## src/rtl/apb3_seq_pkg.sv

```systemverilog
// Shared types for the APB3 command sequencer.
// Covers the opcodes, FSM states, transfer phase and the response record.
package apb3_seq_pkg;

    localparam int SEQ_DATA_W = 32;

    typedef enum logic [1:0] {
        OP_WRITE  = 2'd0,
        OP_READ   = 2'd1,
        OP_VERIFY = 2'd2,
        OP_RMW    = 2'd3
    } op_e;

    typedef enum logic [1:0] {
        ST_IDLE,
        ST_SETUP,
        ST_ACCESS,
        ST_RESP
    } state_e;

    typedef enum logic {
        PH_READ  = 1'b0,
        PH_WRITE = 1'b1
    } phase_e;

    typedef struct packed {
        logic [SEQ_DATA_W-1:0] rdata;
        logic                  slverr;
        logic                  mismatch;
        logic                  timeout;
    } rsp_t;

endpackage

```

## src/rtl/apb3_seq_wdog.sv

```systemverilog
// PREADY wait counter. It is cleared at each SETUP and counts ACCESS cycles that have PREADY low.
module apb3_seq_wdog #(
    parameter int TIMEOUT = 256
) (
    input  logic clk,
    input  logic rst_n,
    input  logic i_clr,
    input  logic i_inc,
    output logic o_expired
);

    localparam int CNT_W = $clog2(TIMEOUT + 1);

    logic [CNT_W-1:0] r_count;

    always_ff @(posedge clk or negedge rst_n) begin
        if (!rst_n) begin
            r_count <= '0;
        end else if (i_clr) begin
            r_count <= '0;
        end else if (i_inc) begin
            r_count <= r_count + CNT_W'(1);
        end
    end

    // High during the last ACCESS cycle that may still wait; a further low PREADY abandons the transfer.
    assign o_expired = (r_count == CNT_W'(TIMEOUT - 1));

endmodule

```

## src/rtl/apb3_cmd_sequencer.sv

```systemverilog
// APB3 master that runs WRITE / READ / VERIFY / RMW register commands.
// Each command produces exactly one response, and only one command is in flight at a time.
module apb3_cmd_sequencer
    import apb3_seq_pkg::*;
#(
    parameter int ADDR_W  = 32,
    parameter int DATA_W  = SEQ_DATA_W,
    parameter int TIMEOUT = 256
) (
    input  logic              clk,
    input  logic              rst_n,
    input  logic              cmd_valid,
    output logic              cmd_ready,
    input  logic [1:0]        cmd_op,
    input  logic [ADDR_W-1:0] cmd_addr,
    input  logic [DATA_W-1:0] cmd_data,
    input  logic [DATA_W-1:0] cmd_mask,
    output logic              rsp_valid,
    input  logic              rsp_ready,
    output logic [DATA_W-1:0] rsp_rdata,
    output logic              rsp_slverr,
    output logic              rsp_mismatch,
    output logic              rsp_timeout,
    output logic [ADDR_W-1:0] paddr,
    output logic              psel,
    output logic              penable,
    output logic              pwrite,
    output logic [DATA_W-1:0] pwdata,
    input  logic [DATA_W-1:0] prdata,
    input  logic              pready,
    input  logic              pslverr
);

    state_e            r_state;
    phase_e            r_phase;
    op_e               r_op;
    logic [DATA_W-1:0] r_data;
    logic [DATA_W-1:0] r_mask;
    rsp_t              r_rsp;
    logic              r_cmd_ready;
    logic              r_rsp_valid;
    logic              r_psel;
    logic              r_penable;
    logic              r_pwrite;
    logic [ADDR_W-1:0] r_paddr;
    logic [DATA_W-1:0] r_pwdata;

    op_e               w_cmd_op;
    logic              w_wd_clr;
    logic              w_wd_inc;
    logic              w_wd_expired;
    logic [DATA_W-1:0] w_rmw_wval;
    logic              w_mismatch;

    assign w_cmd_op   = op_e'(cmd_op);
    assign w_wd_clr   = (r_state == ST_SETUP);
    assign w_wd_inc   = (r_state == ST_ACCESS) && !pready;
    assign w_rmw_wval = (prdata & ~r_mask) | (r_data & r_mask);
    assign w_mismatch = |((prdata ^ r_data) & r_mask);

    apb3_seq_wdog #(
        .TIMEOUT(TIMEOUT)
    ) u_wdog (
        .clk      (clk),
        .rst_n    (rst_n),
        .i_clr    (w_wd_clr),
        .i_inc    (w_wd_inc),
        .o_expired(w_wd_expired)
    );

    // NOTE: non-blocking assignments throughout, so every branch reads pre-edge r_* values
    // no matter how the statements are ordered.
    always_ff @(posedge clk or negedge rst_n) begin
        if (!rst_n) begin
            r_state     <= ST_IDLE;
            r_phase     <= PH_READ;
            r_op        <= OP_WRITE;
            r_data      <= '0;
            r_mask      <= '0;
            r_rsp       <= '0;
            r_cmd_ready <= 1'b0;
            r_rsp_valid <= 1'b0;
            r_psel      <= 1'b0;
            r_penable   <= 1'b0;
            r_pwrite    <= 1'b0;
            r_paddr     <= '0;
            r_pwdata    <= '0;
        end else begin
            case (r_state)
                ST_IDLE: begin
                    if (cmd_valid && r_cmd_ready) begin
                        r_op        <= w_cmd_op;
                        r_data      <= cmd_data;
                        r_mask      <= cmd_mask;
                        r_phase     <= (w_cmd_op == OP_WRITE) ? PH_WRITE : PH_READ;
                        r_paddr     <= cmd_addr;
                        r_pwrite    <= (w_cmd_op == OP_WRITE);
                        r_pwdata    <= (w_cmd_op == OP_WRITE) ? cmd_data : '0;
                        r_psel      <= 1'b1;
                        r_penable   <= 1'b0;
                        r_rsp       <= '0;
                        r_cmd_ready <= 1'b0;
                        r_state     <= ST_SETUP;
                    end else begin
                        r_cmd_ready <= 1'b1;
                    end
                end
                ST_SETUP: begin
                    r_penable <= 1'b1;
                    r_state   <= ST_ACCESS;
                end
                ST_ACCESS: begin
                    if (pready) begin
                        r_rsp.slverr <= r_rsp.slverr | pslverr;
                        if (r_phase == PH_READ) begin
                            r_rsp.rdata <= SEQ_DATA_W'(prdata);
                            if (r_op == OP_VERIFY) r_rsp.mismatch <= w_mismatch;
                        end
                        // RMW turns straight into its write phase; psel stays high through the new SETUP.
                        if (r_phase == PH_READ && r_op == OP_RMW && !pslverr) begin
                            r_phase   <= PH_WRITE;
                            r_pwrite  <= 1'b1;
                            r_pwdata  <= w_rmw_wval;
                            r_penable <= 1'b0;
                            r_state   <= ST_SETUP;
                        end else begin
                            r_psel      <= 1'b0;
                            r_penable   <= 1'b0;
                            r_pwrite    <= 1'b0;
                            r_pwdata    <= '0;
                            r_rsp_valid <= 1'b1;
                            r_state     <= ST_RESP;
                        end
                    end else if (w_wd_expired) begin
                        r_psel        <= 1'b0;
                        r_penable     <= 1'b0;
                        r_pwrite      <= 1'b0;
                        r_pwdata      <= '0;
                        r_rsp.timeout <= 1'b1;
                        r_rsp.rdata   <= '0;
                        r_rsp_valid   <= 1'b1;
                        r_state       <= ST_RESP;
                    end
                end
                ST_RESP: begin
                    if (rsp_ready) begin
                        r_rsp_valid <= 1'b0;
                        r_rsp       <= '0;
                        r_cmd_ready <= 1'b1;
                        r_state     <= ST_IDLE;
                    end
                end
                default: r_state <= ST_IDLE;
            endcase
        end
    end

    assign cmd_ready    = r_cmd_ready;
    assign rsp_valid    = r_rsp_valid;
    assign rsp_rdata    = DATA_W'(r_rsp.rdata);
    assign rsp_slverr   = r_rsp.slverr;
    assign rsp_mismatch = r_rsp.mismatch;
    assign rsp_timeout  = r_rsp.timeout;
    assign paddr        = r_paddr;
    assign psel         = r_psel;
    assign penable      = r_penable;
    assign pwrite       = r_pwrite;
    assign pwdata       = r_pwdata;

endmodule

```

## config.mk

```make
export PLATFORM = sky130hd
export DESIGN_NAME = apb3_cmd_sequencer
export DESIGN_NICKNAME = d
export VERILOG_FILES = /design/src/rtl/apb3_seq_pkg.sv /design/src/rtl/apb3_seq_wdog.sv /design/src/rtl/apb3_cmd_sequencer.sv
export SDC_FILE = /design/constraint.sdc
export NUM_CORES = 1
export LEC_CHECK = 0
export BUFFER_PORTS_ARGS = -buffer_cell sky130_fd_sc_hd__buf_2
export CORE_MARGIN = 5
export CORE_UTILIZATION = 30
export CTS_CLUSTER_DIAMETER = 80
export DETAILED_ROUTE_END_ITERATION = 10
export HOLD_SLACK_MARGIN = 0.02
export PLACE_DENSITY = 0.54
export SETUP_SLACK_MARGIN = 0.15
export SYNTH_ARGS = -nofsm -noshare
export SYNTH_HDL_FRONTEND = slang
export SYNTH_SLANG_ARGS = --single-unit
```

## constraint.sdc

```tcl
create_clock -name clk -period 2.1 [get_ports clk]
set_input_delay 0.42 -clock clk [delete_from_list [all_inputs] [get_ports clk]]
set_output_delay 0.42 -clock clk [all_outputs]
set_load 0.03 [all_outputs]
```

==> metrics.txt, run 1 <==
row count=60; Clock Power Share=roughly 19%; die height=roughly 170 um; GRT met1 Usage=roughly a fifth; PortBufs=239; Sw Share=a little over two fifths; Avg Cell Area, Syn=about 11 um2; gpl congestion=approximately 0.78; CTS max path bufs=2; Skew-Pair Late Insertion Delay=between 400 and 500 ps; Most used DFF post-synth=dfrtp_1; max cap viols=0; root buffer cell=clkbuf_16; critical path launch point type=register; most common cell after layout, fill and taps aside=buf_2; #FFs+latches synth=between 150 and 200; sequential share of power=a little over a third; Comb pwr share=45.3%; Hold Vio Cnt, Final=0; Synth Warn #=0; arrival time at the worst endpoint=between 2000 and 2500 ps; period utilization=between 90% and 100%; Fill cells=around 2.7k; unrepaired setup endpoints after global routing=true; CTS tree=done; Worst Hold Class=in2reg; crit path max fanout=7; CP cell instances=ha_4 > nand3_2 > nor2_4 > ha_4 > nor3_4 > nor3_4 > buf_6 > buf_12 > nand2_2 > a21o_1; vias in the first global route=between 6k and 7k; gr ovfl total=0; kind of cell adding the most delay to the critical path=simple AND/OR/NAND/NOR gates; Layout Utilization=around 40%; Syn Std Cell Area=between 8000 and 9000 um2; H-Tree Depth=4; Worst Path Required=2430 ps; first-pass GRT wire length=between 30 and 40 mm; # IOs=240; core area=around 27,000 um2; DRT Pass-1 Iters=5; clk sinks=between 150 and 200; Iter 0 DRT Violations=251; setup TNS=0 ps; slowest stage delay, CP=between 400 and 500 ps; busiest grt layer=met2; most frequent cells in the layout=buf_2 (238), dfrtp_1 (180), mux2_2 (98); PD cells=1660 nW/um2; Worst-path clk slew=90 ps; switching pwr=approximately 7600 uW; Die W=about 170 um; Routed Antenna Nets=0; post-DP HPWL=between 15 and 20 mm; Final min period=roughly 1900 ps; die area=a little over 30,000 um2; # setup viols final=0; asr flop ratio synth=100%; Post-synth EDFFs=0; initial antenna violation count=8; Vias/cell=4.73; DRC Markers=0; cts bufs inserted=17; Worst Max-Slew Pin Slew=441 ps; Pins Over Slew Limit=0; Int Power=between 10,000 and 15,000 uW; vias post-DR=about 6.3k; Synth Instances=between 700 and 800; largest net degree at the start of global routing=between 40 and 50; Layout area overhead=31.2%; M2 GR Usage=approximately 24%; share of cells above drive strength 1=a little over two fifths; status=complete, no violations; total length of routed wires=around 24 mm; Static Leak=between 0.004 and 0.005 uW; post-synthesis sequential area ratio=between 50 and 60%; Initial Util=a little under a third; met3 usage=under 10%; Worst Path Buf+Inv=2; WS Path Type=reg2reg; Max Clock Freq=0.525 GHz; Final nets=roughly 1.1k; WL/cell=approximately 18 um; Mapped Nets=approximately 850; Slowest-stage cell, CP=dfrtp_1; Total GRT Usage=between 10% and 20%; post-synth cell types=41; Peak VDD IR=about 0.65 mV; skew final=approximately 15 ps; Max-slew headroom=a little over two thirds; Worst setup EP type=register
==> cells by family (layout without fill, tap and decap cells) <==
family / Yosys count / after routing / synth area share (%)
flops: 182 / 182 / 56.2
simple gates: 185 / 185 / 9.76
buf+inv: 43 / 311 / 3.09
xor+xnor: 32 / 32 / 3.46
mux: 130 / 130 / 17.6
compound gates: 141 / 141 / 9.60
fa+ha+maj: 2 / 2 / 0.309
other cells: 0 / 3 / 0
==> power groups by stage <==
stage | combinational, uW | clock [uW] | sequential, uW
after CTS | 7770 | 3390 | 6370
after global routing | 8690 | 3510 | 6620
after global placement | 7600 | 0 | 6390
after detailed placement | 7700 | 0 | 6420
final | 7990 | 3270 | 6370
after floorplan | 3590 | 0 | 8000
==> state kept, by name, indices dropped and copies added, names as in the netlist, 2 cells and up <==
signal / cells
r_mask: 32
r_op: 2
paddr: 32
rsp_rdata: 32
r_state: 2
u_wdog.r_count: 9
r_data: 32
pwdata: 32
==> metal layers <==
metal	vias to the layer above	wire length, um
met3	39	2040
met4	12	490
li1	3007	-
met5	-	57
met1	3020	10700
met2	199	10900
==> layout make-up <==
class / instances / area, um2 / share of cell area [%]
inverter: 6 / 22.5 / 0.212
clock inverter: 15 / 159 / 1.49
sequential: 182 / 4560 / 42.9
antenna: 3 / 7.51 / 0.0706
clock buffer: 17 / 425 / 4.00
tap: 341 / 427 / 4.01
timing repair buffer: 273 / 1660 / 15.7
multi-input combinational: 490 / 3370 / 31.7
==> final timing paths <==
| kind | depth (start not counted) | startpoint | endpoint | slack (ps) |
|---|---|---|---|---|
| worst max-delay path | 10 | u_wdog.r_count[1] | psel | 190 |
| worst min-delay path | 2 | cmd_addr[6] | paddr[6] | 200 |
| worst max register to register | 10 | u_wdog.r_count[1] | psel | 190 |
| worst min register to register | 2 | rsp_rdata[29] | rsp_rdata[29] | 480 |
| max in group asynchronous | 3 | rst_n | paddr[24] | 930 |
| min in group asynchronous | 2 | rst_n | paddr[17] | 500 |
==> synthesized netlist by cell type (all sizes together) (6+ instances only) <==
master | number | share of area, %
clkbuf | 7 | 0.32
inv | 6 | 0.28
nand4 | 6 | 0.46
mux2 | 98 | 14
nor2 | 71 | 3.3
nand3 | 6 | 0.53
nand2 | 88 | 4.1
dfrtp | 182 | 56
mux2i | 32 | 4.0
buf | 30 | 2.5
a21oi | 67 | 4.1
a22oi | 16 | 1.5
o21ai | 46 | 2.8
xor2 | 32 | 3.5
==> per-stage QoR <==
| stage | power (uW) | hold WS [ps] | setup slack (ps) | std cells | cell area [um2] |
|---|---|---|---|---|---|
| floorplan | 11600 | 124 | 284 | 715 | 8100 |
| global placement | 14000 | 413 | 117 | 1281 | 9810 |
| detailed placement | 14100 | 416 | 58.6 | 1281 | 9810 |
| CTS | 17500 | 177 | 173 | 1314 | 10400 |
| global route | 18800 | 178 | 125 | 1326 | 10600 |
| finish | 17600 | 200 | 194 | 1327 | 10600 |
==> repair_timing <==
action,CTS,global route
pin swaps,1,7
hold endpoints to repair,42,0
setup endpoints to repair,33,56
hold buffers,1,0
cloned,0,3
setup buffers,0,7
gates resized for setup,5,17
Note: power is estimated with default switching activity, not from simulation.
==> run 2: changes to the inputs <==
--- a/config.mk
+++ b/config.mk
@@ -12,6 +12,7 @@
 export DETAILED_ROUTE_END_ITERATION = 10
 export HOLD_SLACK_MARGIN = 0.02
 export PLACE_DENSITY = 0.54
+export RECOVER_POWER = 50
 export SETUP_SLACK_MARGIN = 0.15
 export SYNTH_ARGS = -nofsm -noshare
 export SYNTH_HDL_FRONTEND = slang
==> run 2 against run 1 <==
Critical path depth unchanged. Largest cell class unchanged. Worst setup slack got worse by 6.4 ps. Clock skew hardly changed. Combinational power down 2%. Count of clock-buffer cells in the layout unchanged. Critical endpoint unchanged. Flip-flop and latch count is the same. Via count did not move. Register-to-register slack about the same. Routed wire length up 0.22%. Die area unchanged. Highest routed layer unchanged.
==> metrics.txt, run 2 (same netlist as run 1, synthesis figures left out) <==
die area=30,400 um2 (unchanged); core area=26,800 um2 (unchanged); Initial Util=30.2% (unchanged); Worst Path Buf+Inv=2 (unchanged); crit path max fanout=7 (unchanged); Iter 0 DRT Violations=265 (+5.6%); DRT Pass-1 Iters=4 (-1); status=complete, no violations; Static Leak=0.00480 uW (-3.8%); WL/cell=18.3 um (+0.30%); die height=174 um (unchanged); post-DP HPWL=17.3 mm (unchanged); Final min period=1910 ps (+6.38 ps); gpl congestion=0.777 (unchanged); # IOs=240 (unchanged); most common cell after layout, fill and taps aside=buf_2; Vias/cell=4.73 (about the same); Peak VDD IR=0.647 mV (about the same); Pins Over Slew Limit=0 (unchanged); max cap viols=0 (unchanged); Worst Hold Class=in2reg; share of cells above drive strength 1=37.5% (-5.1 points); cts bufs inserted=17 (unchanged); Total GRT Usage=15.6% (unchanged); Die W=174 um (unchanged); root buffer cell=clkbuf_16; unrepaired setup endpoints after global routing=true; kind of cell adding the most delay to the critical path=simple AND/OR/NAND/NOR gates; total length of routed wires=24.3 mm (+0.22%); PD cells=1670 nW/um2 (+0.40%); first-pass GRT wire length=37.0 mm (unchanged); initial antenna violation count=8 (unchanged); Final nets=1,108 (unchanged); DRC Markers=0 (unchanged); arrival time at the worst endpoint=2240 ps (about the same); vias in the first global route=6,458 (unchanged); Slowest-stage cell, CP=dfrtp_1; gr ovfl total=0 (unchanged); period utilization=91.1% (+0.30 points); Max Clock Freq=0.523 GHz (-0.33%); PortBufs=239 (unchanged); Worst-path clk slew=90 ps (about the same); # setup viols final=0 (unchanged); Worst setup EP type=register; Worst Path Required=2430 ps (about the same); Hold Vio Cnt, Final=0 (unchanged); setup TNS=0 ps (unchanged); slowest stage delay, CP=410 ps (about the same); critical path launch point type=register; Max-slew headroom=38.2% (-32 points); clk sinks=182 (unchanged); Routed Antenna Nets=0 (unchanged); Post-DP Area=9810 um2 (unchanged); row count=60 (unchanged); WS Path Type=reg2reg; vias post-DR=6,277 (unchanged); Layout area overhead=29.8%; CTS tree=done; CP cell instances=ha_4 > nand3_2 > nor2_4 > ha_4 > nor3_4 > nor3_4 > buf_6 > buf_12 > nand2_2 > a21o_1; Worst Max-Slew Pin Slew=927 ps (+486 ps); final design area excluding fillers=10,500 um2 (-1.1%); skew final=14.6 ps (-0.235 ps); most frequent cells in the layout=buf_2 (190), dfrtp_1 (180), mux2_2 (98); H-Tree Depth=4 (unchanged); largest net degree at the start of global routing=48 (unchanged); Skew-Pair Late Insertion Delay=440 ps (about the same); CTS max path bufs=2 (unchanged)
==> run 2: per-stage QoR <==
step           total power [uW]  instances  worst slack [ps]  util, %  hold WS, ps
6_report                  17500       1326               187     39.2          199
5_1_grt                   18700       1326              76.6     39.2          178
3_5_place_dp              14100       1281              58.6     36.6          416
2_1_floorplan             11600        715               284        -          124
4_1_cts                   17500       1314               173     38.9          177
3_3_place_gp              14000       1281               117     36.6          413
==> run 2: worst reg2reg max path: cells and delay by family (launching register included) <==
kind,cells,cell delay (ps)
adder cells (fa/ha/maj),2,330
buffers and inverters,2,320
AO/OA/AOI/OAI,1,150
flip-flops,1,410
AND/OR/NAND/NOR,5,610
==> run 2: final timing paths <==
path,startpoint,to,slack [ps],cells past startpoint
max,u_wdog.r_count[1],psel,190,10
min,cmd_addr[6],paddr[6],200,2
max reg2reg,u_wdog.r_count[1],psel,190,10
min reg2reg,rsp_rdata[15],rsp_rdata[15],480,2
max in group asynchronous,rst_n,r_data[19],350,3
min in group asynchronous,rst_n,paddr[17],480,2
==> run 2: power breakdown <==
part           total [uW]  internal (uW)  switching (uW)
Combinational        7860           3100            4760
Sequential           6390           5150            1230
Clock                3260           1690            1570
Total               17500           9940            7570
==> run 2: routing by layer <==
metal	GRT usage, %	share of wire (%)
met1	20.2	44
met2	24.1	45
met3	5.72	7.8
met4	5.18	2.0
met5	0	0.26
==> run 2: timing repair <==
item                                    in CTS  in global routing
hold buffers                                 1                  0
hold endpoints to repair                    42                  0
setup buffers                                0                  7
gates cloned                                 0                  3
endpoints found under the setup margin      33                 56
resized for setup                            5                 17
pin swaps                                    1                  7
==> run 2: layout make-up <==
cell class | instances | area [um2]
Antenna cell | 2 | 5.00
Clock buffer | 17 | 425
Sequential cell | 182 | 4560
Multi-Input combinational cell | 490 | 3370
Inverter | 6 | 22.5
Tap cell | 341 | 427
Clock inverter | 15 | 159
Timing Repair Buffer | 273 | 1550
Fill cell | 2670 | 16300
==> run 3: changes to the inputs <==
--- a/config.mk
+++ b/config.mk
@@ -5,7 +5,7 @@
 export SDC_FILE = /design/constraint.sdc
 export NUM_CORES = 1
 export LEC_CHECK = 0
-export BUFFER_PORTS_ARGS = -buffer_cell sky130_fd_sc_hd__buf_2
+export BUFFER_PORTS_ARGS = -buffer_cell sky130_fd_sc_hd__buf_4
 export CORE_MARGIN = 5
 export CORE_UTILIZATION = 30
 export CTS_CLUSTER_DIAMETER = 80
==> run 3 against run 2 <==
Clock skew is 2.0 ps higher. Fmax is 4.2% higher. Routed wire length is 0.55% higher. Non-clock buffer count is 4 lower. Flip-flop and latch count stayed put. Critical path type unchanged. Largest power group unchanged.
==> metrics.txt, run 3 (same netlist as run 1, synthesis figures left out) <==
total length of routed wires=24.5 mm (+0.55%); PortBufs=239 (unchanged); row count=60 (unchanged); # IOs=240 (unchanged); most frequent cells in the layout=buf_4 (201), dfrtp_1 (180), mux2_2 (98); most common cell after layout, fill and taps aside=buf_4; PD cells=1640 nW/um2 (-1.4%); Worst setup EP type=register; # setup viols final=0 (unchanged); Static Leak=0.00495 uW (+3.2%); CTS max path bufs=2 (unchanged); Worst Path Required=2410 ps (-20 ps); WS Path Type=reg2reg; Hold Vio Cnt, Final=0 (unchanged); Skew-Pair Late Insertion Delay=440 ps (about the same); unrepaired setup endpoints after global routing=true; Worst Hold Class=in2reg; vias in the first global route=6,443 (-0.23%); Max Clock Freq=0.545 GHz (+4.2%); Final min period=1840 ps (-76.5 ps); core area=26,800 um2 (unchanged); first-pass GRT wire length=37.6 mm (+1.6%); DRT Pass-1 Iters=6 (+2); Iter 0 DRT Violations=309 (+17%); Die W=174 um (unchanged); Worst Max-Slew Pin Slew=1090 ps (+159 ps); CTS tree=done; clk sinks=182 (unchanged); setup TNS=0 ps (unchanged); Total GRT Usage=15.8% (+0.28 points); gr ovfl total=0 (unchanged); Initial Util=30.2% (unchanged); die area=30,400 um2 (unchanged); vias post-DR=6,204 (-1.2%); Pins Over Slew Limit=0 (unchanged); Layout area overhead=35.8%; Max-slew headroom=27.6% (-11 points); die height=174 um (unchanged); gpl congestion=0.777 (about the same); initial antenna violation count=1 (-7); crit path max fanout=17 (+10); max cap viols=0 (unchanged); dpl cells=1,281 (unchanged); hold slack=204 ps (+5.55 ps); Peak VDD IR=0.714 mV (+10%); status=complete, no violations; H-Tree Depth=4 (unchanged); root buffer cell=clkbuf_16; WL/cell=18.5 um (+0.93%); Final nets=1,104 (-0.36%); Routed Antenna Nets=0 (unchanged); Non-Filler Instances=1,321 (-0.38%); arrival time at the worst endpoint=2150 ps (-90 ps); DRC Markers=0 (unchanged); hold path depth=2 (unchanged); skew final=16.6 ps (+2.04 ps); worst-case reg-to-reg path depth=9 (-1); Vias/cell=4.70 (-0.79%); cts bufs inserted=17 (unchanged); period utilization=87.4% (-3.6 points); Worst-path clk slew=90 ps (about the same); post-DP HPWL=17.5 mm (+1.5%); critical path launch point type=register; share of cells above drive strength 1=36.9% (-0.66 points); largest net degree at the start of global routing=46 (-4.2%)
-- run 3: worst paths after layout --
check | start | to | slack (ps)
min in group asynchronous | rst_n | paddr[17] | 700
min | cmd_addr[10] | paddr[10] | 200
max | u_wdog.r_count[0] | r_state[0] | 260
min reg2reg | rsp_rdata[19] | rsp_rdata[19] | 480
max in group asynchronous | rst_n | r_data[14] | 380
max reg2reg | u_wdog.r_count[0] | r_state[0] | 260
-- run 3: through the flow --
step                utilization [%]  area (um2)  setup slack (ps)  total power (uW)
global route                   41.1       11000               145             19200
global placement               39.0       10500               123             14800
finish                         41.1       11000               264             18100
floorplan                         -        8100               284             11600
detailed placement             39.0       10500              93.5             14900
CTS                            41.8       11200               153             18700
-- run 3: layout make-up --
class                      instances  area (um2)
antenna                            1        2.50
clock buffer                      17         425
clock inverter                    15         225
fill                            2652       15800
inverter                           6        22.5
multi-input combinational        490        3340
sequential                       182        4560
tap                              341         427
timing repair buffer             269        2000
-- run 3: what timing repair did --
| action | CTS | global route |
|---|---|---|
| hold endpoints to repair | 33 | 0 |
| buffers inserted | 4 | 1 |
| hold buffers | 1 | 0 |
| setup endpoints to repair | 3 | 33 |
| resized for setup | 4 | 4 |
| pin swaps | 2 | 2 |
| gates cloned | 1 | 0 |
-- run 3: power by group --
group	switching (uW)	leakage (uW)	internal, uW
Combinational	4740	0.00240	3450
Sequential	1250	0.00224	5150
Clock	1720	0.000312	1760
Total	7710	0.00495	10400
-- run 3: worst max-delay path: stages (launching register included) --
cell       delay [ps]
dfrtp_1           420
ha_4              190
nand3_1            70
nor2_1             40
ha_2              200
nor3_4            150
nor3_4             60
buf_6             140
bufbuf_16         280
o21bai_1          160
-- run 3: layer usage --
metal	GRT usage (%)	part of all wire [%]
met4	3.00	0.64
met2	24.9	46
met5	0	0
met1	21.1	46
met3	5.96	7.4
